$ cat config.mk
export PLATFORM = sky130hd
export DESIGN_NAME = comp
export DESIGN_NICKNAME = d
export VERILOG_FILES = /design/src/rtl/comp.sv
export SDC_FILE = /design/constraint.sdc
export NUM_CORES = 1
export LEC_CHECK = 0
export ABC_AREA = 1
export BUFFER_PORTS_ARGS = -buffer_cell sky130_fd_sc_hd__buf_2
export CORE_AREA = 2 2 39 41
export CTS_BUF_LIST = sky130_fd_sc_hd__clkbuf_2 sky130_fd_sc_hd__clkbuf_4 sky130_fd_sc_hd__clkbuf_8
export DETAILED_ROUTE_END_ITERATION = 8
export DIE_AREA = 0 0 41 43
export PLACE_DENSITY = 0.4
export SLEW_MARGIN = 30
export SYNTH_ARGS = -nofsm -noshare
export SYNTH_HDL_FRONTEND = slang
export SYNTH_SLANG_ARGS = --single-unit
export TNS_END_PERCENT = 10
$ cat constraint.sdc
create_clock -name clk -period 0.8 [get_ports clk]
set_clock_uncertainty 0.2 [all_clocks]
set_input_delay 0.08 -clock clk [delete_from_list [all_inputs] [get_ports clk]]
set_output_delay 0.08 -clock clk [all_outputs]
set_load 0.02 [all_outputs]
$ cat src/rtl/comp.sv
// Registered magnitude comparator: gt/eq/lt of a versus b, one-cycle latency.
// Operands are unsigned or two's-complement depending on SIGNED.
module comp #(
    parameter int WIDTH  = 4,
    parameter bit SIGNED = 1'b0
) (
    input  logic             clk,
    input  logic             rst_n,
    input  logic [WIDTH-1:0] a,
    input  logic [WIDTH-1:0] b,
    output logic             gt,
    output logic             eq,
    output logic             lt
);

    logic gt_d, eq_d, lt_d;
    logic gt_q, eq_q, lt_q;
    logic decided;

    // Scan MSB to LSB; the first differing bit decides. In signed mode the
    // sign bit carries negative weight, so its sense is swapped.
    always_comb begin
        gt_d    = 1'b0;
        lt_d    = 1'b0;
        decided = 1'b0;
        for (int i = WIDTH - 1; i >= 0; i--) begin
            if (!decided && (a[i] != b[i])) begin
                decided = 1'b1;
                if (SIGNED && (i == WIDTH - 1)) begin
                    gt_d = b[i];
                    lt_d = a[i];
                end else begin
                    gt_d = a[i];
                    lt_d = b[i];
                end
            end
        end
        eq_d = (a == b);
    end

    always_ff @(posedge clk or negedge rst_n) begin
        if (!rst_n) begin
            gt_q <= 1'b0;
            eq_q <= 1'b0;
            lt_q <= 1'b0;
        end else begin
            gt_q <= gt_d;
            eq_q <= eq_d;
            lt_q <= lt_d;
        end
    end

    assign gt = gt_q;
    assign eq = eq_q;
    assign lt = lt_q;

endmodule

* Yosys cells after proc, flatten, opt, wreduce, memory -nomap -nowiden
Index checks and enable logic that the tools add are counted.
Widths: inputs -> output; s select.
** Cells by class
- Multipliers :: 0
- Bitwise gates (word level) :: 0
- Divide/modulo/power cells :: 0
- Shift-type cells :: 0
- Magnitude comparators :: 0
- Equal/unequal tests :: 5
- $add $sub $neg :: 0
- Multiplexer cells :: 11
- Reductions and logical operators :: 6
** Operators by type and width (count)
- $mux 1 :: 11
- $eq 4x4->1 :: 1
- $ne 1x1->1 :: 4
- $logic_and 1x1->1 :: 3
- $logic_not 1->1 :: 3
** Storage, ports and cells
- Memory bits (writable) :: 0
- Word-level logic and storage cells :: 25
- Register bits after elaboration :: 3
- Output and inout port bits :: 3
- ROM bits :: 0
- Bits in latches :: 0
- Input port bits :: 10
- Memories :: 0

* Depth between registers and ports, before layout
- Depth after elaboration :: 11
- Gate-level depth with buffers :: 9
- Depth with buffers taken out :: 9

* Worst setup path after synthesis
Ideal clock, no wire load.
- Path kind :: input to register
- Start point :: in a[3]
- End point :: reg gt_q, in the netlist gt
- Cell stages on the path :: 7
- Required time :: 483 ps
- Buffers on the path :: 0
- Library setup time :: 117 ps
- Data arrival time :: 798 ps
- Setup slack :: -314 ps
- Cell sequence :: inv_1 -> ha_1 -> nand2_1 -> nor2_2 -> nand3_2 -> nand2_1 -> nand2_1
** On the way
- Cells in the longest elaborated chain, start to end :: 11
- Elaborated cells on any way between the ends :: 14
- Classes of those cells :: eq/ne: 1; mux: 7; reduce/logical: 6
** Ends and longest elaborated chain
- start: declaration :: line 9 : input logic [WIDTH-1:0] a,
- $ne 1x1->1 :: line 27 : if (!decided && (a[i] != b[i])) begin
- $mux 1 :: line 27
- $logic_not 1->1 :: line 27
- $logic_and 1x1->1 :: line 27
- $mux 1 :: line 27
- $logic_not 1->1 :: line 27
- $logic_and 1x1->1 :: line 27
- $mux 1 :: line 27
- $logic_not 1->1 :: line 27
- $logic_and 1x1->1 :: line 27
- $mux 1 (*) :: line 27
- named net gt_d :: line 16 : logic gt_d, eq_d, lt_d;
- end signal: assignment :: line 47 : gt_q <= gt_d;
- end: declaration :: line 17 : logic gt_q, eq_q, lt_q;
The timed path passes the listed nets; every way through them passes the cells marked *.

* Worst setup path in the final report
- Start point :: reg eq_q, in the netlist eq
- End point :: out eq
** RTL lines
- start: declaration :: line 17
- start signal: assignment :: line 48 : eq_q <= eq_d;
- end: declaration :: line 12 : output logic eq,
No word-level cell between the ends.

==> results_dict.tcl <==
set metrics [dict create \
    status "finished with violations" \
    violations "hold timing, setup timing" \
    cp-end-kind "output port" \
    fin_crit_sh_pct 125.1 \
    overflow 0 \
    dpl.hpwl_um 513.3 \
    syn_nets 59 \
    min_path_cells 4 \
    antenna_found_initial 0 \
    yosysMostFrequentCell "nand2_1" \
    place.gp.congestion 0.6653 \
    hold_ws_ns -0.03159 \
    nNetsFinal 83 \
    worstPathMaxFanout 1 \
    critPathMaxStageDelay_ns 0.36 \
    finalCriticalPeriod_ns 1.001 \
    synth.distinct_cells 11 \
    hold_buffers 1 \
    worstHoldPathType "in -> reg" \
    avgSynthCellArea_um2 5.830 \
    setup_violations 5 \
    cts_setup_buffers 0 \
    cts_made_buffers 3 \
    powerDensity_nw_per_um2 1399 \
    crit_arrival_ns 0.72 \
    die_h_um 43 \
    yosys.area.top_type "dfrtp_1" \
    setup_ws_ns -0.2006 \
    slew_violations 0 \
    drt_iter0_drc 0 \
    synth_warnings 0 \
    synth_seq_area_share_pct 27.40 \
    num_vias 330 \
    critical_path.cell_chain "buf_6" \
    clk_pin_slew_worst_paths_ns 0.04 \
    synth-edff-count 0 \
    ant_nets 0 \
    rsz0062_at_grt "yes" \
    critical-path-top-delay-family "flip-flops" \
    core_area_um2 1384 \
    drcViolationCount 0 \
    cts.sinks 3 \
    grt_max_degree 6 \
    finalSetupTns_ns -0.8881 \
    leakage_uw 0.0003026 \
    finalPower_uw 716.0 \
    wl_per_cell_um 7.128 \
    syn_to_final_growth_pct 86.76 \
    wl_um 613 \
    max_freq_ghz 0.9994 \
    tightest_slew_ns 0.1674 \
    n_antenna_cell 0 \
    start_util_pct 19.80 \
    tritoncts "built" \
    grt_util_all_layers_pct 9.800 \
    first_global_vias 309 \
    slew-limit-headroom_pct 88.80 \
    synthTopCellsByArea "dfrtp_1 27%, nand2_1 25%, inv_1 12%" \
    synth_async_sr_flop_share_pct 100.0 \
    clockBufferDepth 2 \
    cpMaxStageDelayCell "dfrtp_1" \
    hold_viol_final 5 \
    synth_area_um2 274.0 \
    drive_gt1_share_pct 42.86 \
    path_buf_inv 1 \
    htreeDepth 1 \
    critical_path_class "reg -> out" \
    dieArea_um2 1763 \
    die_w_um 41 \
    worstSetupStartpointType "flip-flop" \
    synthTopCellsByCount "18 x nand2_1, 9 x inv_1, 7 x nor2_1" \
    hp-start "a[0]" \
    synth_ff_type "dfrtp_1" \
    vias_per_cell 3.837 \
    grt_pass1_wl_um 1131 \
    cap_violations 0 \
    crit_required_ns 0.52 \
    dr.pass1.iters 1 \
    irDropWorstVdd_mv 0.2656 \
    ys_ff_latch 3 \
    fp-row-count 14 \
    crit_cells 1 \
    min_to "gt" \
    synth.top_cell.area_share_pct 27.40 \
    synthCells 47 \
    io_buffers 12 \
    cts-root-buf "clkbuf_4" \
    io_pins 13 \
]
[cell type report]
cell class | count | area, um^2
multi-input cells | 33 | 187.7
fillers | 152 | 872.1
well taps | 16 | 20.02
inverters | 11 | 48.80
clock buffers | 4 | 30.03
repair buffers | 19 | 150.1
flip-flops and latches | 3 | 75.07
[registers in the layout, summed over array words and instances, names as in the netlist]
name  cells
gt        1
eq        1
lt        1
[power breakdown]
| group | leakage, uW | internal [uW] | switching [uW] |
|---|---|---|---|
| Sequential | 0.0000385 | 169 | 6.89 |
| Clock | 0.0000184 | 221 | 76.1 |
| Combinational | 0.000246 | 124 | 119 |
| Total | 0.000303 | 514 | 202 |
[cell usage in the layout (no fill, tap or decap), types with 2 or more instances in the layout]
master,n
nand4_1,2
buf_6,4
dfrtp_1,3
nand3_2,3
nor2_1,7
clkbuf_4,4
nand2_1,17
inv_1,8
buf_4,6
buf_2,7
[how the worst max path moves through the flow]
stage / from / endpoint / slack [ns]
2_1_floorplan: a[3] / gt / -0.24
3_3_place_gp: a[3] / gt / -0.48
3_5_place_dp: a[3] / gt / -0.48
4_1_cts: eq / eq / -0.21
5_1_grt: eq / eq / -0.25
6_report: eq / eq / -0.20
[cell families after synthesis]
group	share of synthesized area, %
AND/OR/NAND/NOR	48.40
flip-flops	27.40
adder cells (fa/ha/maj)	9.131
buffers and inverters	15.06
[through the flow]
step | worst slack, ns | instance area, um^2 | std cells | utilization (%)
6_report | -0.2006 | 511.7 | 86 | 36.98
5_1_grt | -0.2478 | 511.7 | 86 | 36.98
4_1_cts | -0.2140 | 500.5 | 86 | 36.17
3_5_place_dp | -0.4828 | 431.7 | 81 | 31.19
3_3_place_gp | -0.4826 | 431.7 | 81 | 31.19
2_1_floorplan | -0.2439 | 306.5 | 47 | -
[per-layer routing]
layer,GRT usage (%),vias up,routed length [um]
li1,-,184,-
met1,10.16,137,253
met2,15.00,9,333
met3,1.571,0,26
met4,10.00,0,0
met5,0,-,0
[timing repair]
action,4_1_cts,5_1_grt
pin swaps,7,0
endpoints found under the hold margin,5,4
setup endpoints to repair,6,6
cloned,0,0
resized for setup,8,3
Power figures use the tool's default switching activity.
